==> config.mk <==
export PLATFORM = sky130hd
export DESIGN_NAME = lcd_refresh_ctrl
export DESIGN_NICKNAME = d
export VERILOG_FILES = /design/src/rtl/lcd_refresh_ctrl.sv
export SDC_FILE = /design/constraint.sdc
export NUM_CORES = 1
export LEC_CHECK = 0
export BUFFER_PORTS_ARGS = -buffer_cell sky130_fd_sc_hd__buf_2
export CELL_PAD_IN_SITES_DETAIL_PLACEMENT = 0
export CELL_PAD_IN_SITES_GLOBAL_PLACEMENT = 1
export CORE_MARGIN = 2
export CORE_UTILIZATION = 30
export DETAILED_ROUTE_END_ITERATION = 12
export GPL_ROUTABILITY_DRIVEN = 0
export HOLD_SLACK_MARGIN = 0.1
export PLACE_DENSITY_LB_ADDON = 0.1
export SYNTH_ARGS = -nofsm -noshare
export SYNTH_HDL_FRONTEND = slang
export SYNTH_SLANG_ARGS = --single-unit
==> constraint.sdc <==
create_clock -name clk -period 3.9 [get_ports clk]
set_input_delay 0.39 -clock clk [delete_from_list [all_inputs] [get_ports clk]]
set_output_delay 0.39 -clock clk [all_outputs]
set_load 0.01 [all_outputs]
==> src/rtl/lcd_refresh_ctrl.sv <==
// HD44780 16x2 LCD sequencer: power-up init, then copies two 128-bit row images into DDRAM.
// Optional LCD_AUTO_REFRESH_EN: refresh automatically whenever the rows differ from the last snapshot.
//
// state     | meaning
// POWER     | power-on wait of T_POWER cycles
// INIT      | sending 0x38, 0x0C, 0x06, 0x01
// IDLE      | waiting for update / pending / auto request
// REFRESH   | sending 0x80, row1[0..15], 0xC0, row2[0..15]
// phase (INIT/REFRESH): SETUP -> PULSE (en high) -> SETTLE
module lcd_refresh_ctrl #(
   parameter int T_POWER = 400000,
   parameter int T_SETUP = 2,
   parameter int T_PULSE = 10,
   parameter int T_WAIT  = 500,
   parameter int T_CLEAR = 20000
) (
   input  logic         clk,
   input  logic         nRst,
   input  logic [127:0] row1,
   input  logic [127:0] row2,
   input  logic         update,
   output logic         busy,
   output logic         init_done,
   output logic         lcd_en,
   output logic         lcd_rs,
   output logic         lcd_rw,
   output logic [7:0]   lcd_data
);

   localparam int M1    = (T_POWER > T_SETUP) ? T_POWER : T_SETUP;
   localparam int M2    = (M1 > T_PULSE) ? M1 : T_PULSE;
   localparam int M3    = (M2 > T_WAIT) ? M2 : T_WAIT;
   localparam int T_MAX = (M3 > T_CLEAR) ? M3 : T_CLEAR;
   localparam int CW    = $clog2(T_MAX + 1);

   localparam logic [CW-1:0] L_POWER = CW'(T_POWER - 1);
   localparam logic [CW-1:0] L_SETUP = CW'(T_SETUP - 1);
   localparam logic [CW-1:0] L_PULSE = CW'(T_PULSE - 1);
   localparam logic [CW-1:0] L_WAIT  = CW'(T_WAIT - 1);
   localparam logic [CW-1:0] L_CLEAR = CW'(T_CLEAR - 1);

   localparam logic [1:0] S_POWER   = 2'd0;
   localparam logic [1:0] S_INIT    = 2'd1;
   localparam logic [1:0] S_IDLE    = 2'd2;
   localparam logic [1:0] S_REFRESH = 2'd3;

   localparam logic [1:0] PH_SETUP  = 2'd0;
   localparam logic [1:0] PH_PULSE  = 2'd1;
   localparam logic [1:0] PH_SETTLE = 2'd2;

   logic [1:0]    state;
   logic [1:0]    phase;
   logic [CW-1:0] cnt;
   logic [5:0]    idx;
   logic [5:0]    nidx;
   logic [127:0]  snap1;
   logic [127:0]  snap2;
   logic [127:0]  row_sel;
   logic [3:0]    col;
   logic          pending;
   logic          req;
   logic          last_byte;
   logic          nxt_rs;
   logic [7:0]    nxt_data;

   assign lcd_rw = 1'b0;

`ifdef LCD_AUTO_REFRESH_EN
   logic diff_q;

   always_ff @(posedge clk or negedge nRst) begin
      if (!nRst) diff_q <= 1'b0;
      else       diff_q <= ({row1, row2} != {snap1, snap2});
   end

   assign req = update | pending | diff_q;
`else
   assign req = update | pending;
`endif

   assign last_byte = (state == S_INIT) ? (idx == 6'd3) : (idx == 6'd33);

   // Byte that follows the current one, always taken from the snapshot.
   always_comb begin
      nidx     = idx + 6'd1;
      col      = 4'd0;
      row_sel  = snap1;
      nxt_rs   = 1'b0;
      nxt_data = 8'h00;
      if (state == S_INIT) begin
         case (nidx[1:0])
            2'd1:    nxt_data = 8'h0C;
            2'd2:    nxt_data = 8'h06;
            2'd3:    nxt_data = 8'h01;
            default: nxt_data = 8'h38;
         endcase
      end else if (nidx == 6'd17) begin
         nxt_data = 8'hC0;
      end else begin
         nxt_rs = 1'b1;
         if (nidx < 6'd17) begin
            col     = 4'(nidx - 6'd1);
            row_sel = snap1;
         end else begin
            col     = 4'(nidx - 6'd18);
            row_sel = snap2;
         end
         nxt_data = row_sel[{~col, 3'b000} +: 8];
      end
   end

   always_ff @(posedge clk or negedge nRst) begin
      if (!nRst) begin
         state     <= S_POWER;
         phase     <= PH_SETUP;
         cnt       <= L_POWER;
         idx       <= 6'd0;
         snap1     <= '0;
         snap2     <= '0;
         pending   <= 1'b0;
         busy      <= 1'b1;
         init_done <= 1'b0;
         lcd_en    <= 1'b0;
         lcd_rs    <= 1'b0;
         lcd_data  <= 8'h00;
      end else begin
         if (busy && update) pending <= 1'b1;
         case (state)
            S_POWER: begin
               if (cnt == '0) begin
                  state    <= S_INIT;
                  phase    <= PH_SETUP;
                  cnt      <= L_SETUP;
                  idx      <= 6'd0;
                  lcd_rs   <= 1'b0;
                  lcd_data <= 8'h38;
               end else begin
                  cnt <= cnt - 1'b1;
               end
            end
            S_IDLE: begin
               if (req) begin
                  snap1    <= row1;
                  snap2    <= row2;
                  pending  <= 1'b0;
                  state    <= S_REFRESH;
                  busy     <= 1'b1;
                  phase    <= PH_SETUP;
                  cnt      <= L_SETUP;
                  idx      <= 6'd0;
                  lcd_rs   <= 1'b0;
                  lcd_data <= 8'h80;
               end
            end
            default: begin
               if (cnt != '0) begin
                  cnt <= cnt - 1'b1;
               end else begin
                  case (phase)
                     PH_SETUP: begin
                        phase  <= PH_PULSE;
                        cnt    <= L_PULSE;
                        lcd_en <= 1'b1;
                     end
                     PH_PULSE: begin
                        phase  <= PH_SETTLE;
                        lcd_en <= 1'b0;
                        // Only the clear command (rs=0, 0x01) needs the long settle.
                        cnt    <= (!lcd_rs && lcd_data == 8'h01) ? L_CLEAR : L_WAIT;
                     end
                     default: begin
                        if (last_byte) begin
                           state <= S_IDLE;
                           busy  <= 1'b0;
                           if (state == S_INIT) init_done <= 1'b1;
                        end else begin
                           idx      <= nidx;
                           phase    <= PH_SETUP;
                           cnt      <= L_SETUP;
                           lcd_rs   <= nxt_rs;
                           lcd_data <= nxt_data;
                        end
                     end
                  endcase
               end
            end
         endcase
      end
   end

endmodule

==> metrics.cfg <==
[synthesis]
synth_cell_types=84
syn_area_per_cell_um2=12.8
async_reset_ff_share_pct=100
yosysWarnings=0
ys_seq_area_share_pct=52.2
synth_fp_nets=1380
ys_ff_latch=298
syn_area_mm2=0.0143
synth_ff_type=dfrtp_1
synth_edf_count=0
netlist_instances=1114

[cts]
clkSinkCount=298
cts_root_buf=clkbuf_16
postCtsSetupRepairBufs=0
htreeDepth=2
clock_latency_ns=0.55
clk_pin_slew_ns=0.06
clk_path_buf_depth=3
cts_tree=done
cts_buffers=37

[finish]
area_growth_pct=41.4
mostFrequentLayoutCells=284 x dfrtp_1, 269 x buf_2, 258 x mux2_2
drive_gt1_share_pct=41.9
fin_util_pct=42.6
fill_cells=4519
fin_nets=1906
num_antenna_cells=0
layout_commonest_cell=dfrtp_1

[sta]
finalHoldViolCount=0
final.setup.tns_ns=0
rsz0062_at_grt=no
period_share_pct=88.1
fin_crit_ns=3.43
clock_skew_ns=0.0103
worst_pin_slew_ns=1.17
maxSlewViolCount=0
relSlewSlack_pct=22.1
setup_viol_count_final=0
max_clock_freq_ghz=0.291

[global_routing]
grt_pass1_wl_um=73600
grt.overflow.total=0
grt_max_degree=170
antenna_found_initial=0
grt_pass1_vias=11800
grt_util_all_layers_pct=19.7

[pwr]
powerDensity_mw_per_mm2=369
vdd_drop_max_uv=218
power.leakage_nw=9.10

[critical_path]
ff2ff_path_depth=10
cp_slowest_cell=dfrtp_4
r2r_setup_slack_ns=0.47
timing.rr.start=idx[0]
crit_path_start_kind=register
cp-end-kind=register
crit_fanout=18
path_cells=ha_1, nand3_1, o21ai_1, and2_4, buf_4, mux4_2, nor2_1, a31oi_1, a221oi_1, o41ai_1
crit_required_ns=4.33
r2r_end=lcd_data[6]
critPathArrivalTime_ns=3.86
critPathKind=register to register
critPathMaxStageDelay_ns=0.53

[drt]
drc=0
vias_per_cell=4.88
wire_per_inst_um=21.2
routed_wirelength_um=48400
first_iter_violations=780
firstDrtPassIters=4
vias=11100
drtAntennaViolNets=0

[job]
cap_violations=0

[floorplanning]
coreArea_mm2=0.0474
pin_count=272
rows=80
initial_core_util_pct=30.2
die_h_um=222
die_area_mm2=0.0495
die_x_um=222

[min_path]
hold_path_depth=2
hold-path-endpoint=snap2[97]
hold_class=input pin to register
hold_path_startpoint=row2[97]

[run_status]
outcome=finished clean

[placed_design]
io_buffer_count=270
dp_hpwl_um=34000

## worst max-delay path: cells and delay by family (launching register included)
family | cells | cell delay (ns)
compound gates | 4 | 0.83
simple gates | 3 | 0.73
flops | 1 | 0.53
mux | 1 | 0.53
fa+ha+maj | 1 | 0.36
buf+inv | 1 | 0.31
## logic make-up (layout without fill, tap and decap cells)
kind of cell	count (synthesis)	after routing	synth area share, %
and+or+nand+nor	231	231	8.14
AOI/OAI and AO/OA	155	155	7.63
buffers and inverters	89	642	2.76
other	1	1	0.0262
DFF	298	298	52.2
adders and majority gates	7	7	0.612
muxes	325	325	28.1
xor gates and xnor gates	8	8	0.542
## worst max path at each step
stage,start,to,slack [ns],cells past startpoint
finish,idx[0],lcd_data[6],0.47,10
global route,idx[0],lcd_data[0],0.26,10
CTS,idx[0],lcd_data[6],0.50,10
detailed placement,idx[0],lcd_data[6],0.52,10
global placement,idx[0],lcd_data[6],0.62,10
floorplan,idx[0],lcd_data[0],0.62,14
## what timing repair did
| item | 4_1_cts | 5_1_grt |
|---|---|---|
| hold endpoints to repair | 349 | 0 |
| hold buffers | 256 | 0 |
| gates resized for setup | 0 | 0 |
## final cells by class
type	count	area (um2)	share of cell area [%]
inverter	16	60.1	0.297
tap	615	769	3.80
clock buffer	55	1130	5.57
multi-input combinational	727	6450	31.9
sequential	298	7480	37.0
timing repair buffer	560	4230	20.9
clock inverter	11	109	0.538
## metal layers
| layer | vias to the layer above | global-route usage, % | routed length (um) |
|---|---|---|---|
| met5 | - | 0 | 0 |
| met4 | 0 | 6.69 | 1230 |
| met3 | 64 | 3.91 | 2400 |
| met2 | 249 | 31.2 | 22600 |
| met1 | 5657 | 27.0 | 22200 |
| li1 | 5171 | - | - |
## sequential cells by signal, summed over array words and instances, names as in the netlist
register / count
busy: 1
lcd_data: 8
cnt: 19
lcd_rs: 1
lcd_en: 1
idx: 6
snap2: 128
init_done: 1
state: 2
pending: 1
snap1: 128
phase: 2
## synthesized netlist by cell type (all sizes together) (5+ instances only)
library cell,number,share of area (%)
ha,7,0.61
mux2,258,20
o21ai,23,0.83
or4,5,0.28
or3,5,0.29
o2111ai,6,0.41
a31oi,15,0.66
a21o,9,0.48
a32oi,7,0.43
nand2b,6,0.28
nor2b,5,0.22
nand2,85,2.2
a21oi,35,1.3
nor3,12,0.61
clkbuf,42,1.1
nor4,7,0.41
mux2i,32,2.2
inv,15,0.39
mux4,35,5.5
buf,31,1.2
dfrtp,285,50
a22o,5,0.31
a311oi,8,0.49
nor2,45,1.2
o211ai,6,0.31
nand3,32,1.1
nor3b,6,0.31
nand4,5,0.22
dfstp,13,2.4
## metrics by stage
step                      setup slack (ns)  instance area (um2)  power [mW]  std cells  hold WS (ns)
after CTS                            0.495                20200        7.59       2282         0.102
after floorplan                      0.620                14300        3.50       1114        0.0944
after detailed placement             0.524                16400        3.80       1960         0.489
final                                0.466                20200        7.46       2282         0.127
after global routing                 0.262                20200        7.77       2282         0.123
after global placement               0.620                16400        3.80       1960         0.484
## report_power, final
| group | internal [mW] | switching (mW) | leakage, nW | total, mW |
|---|---|---|---|---|
| combinational | 0.401 | 0.230 | 4.69 | 0.630 |
| clock | 2.13 | 1.39 | 0.618 | 3.52 |
| sequential | 3.23 | 0.0829 | 3.79 | 3.31 |
No activity file was read; power rests on OpenSTA's default activity.
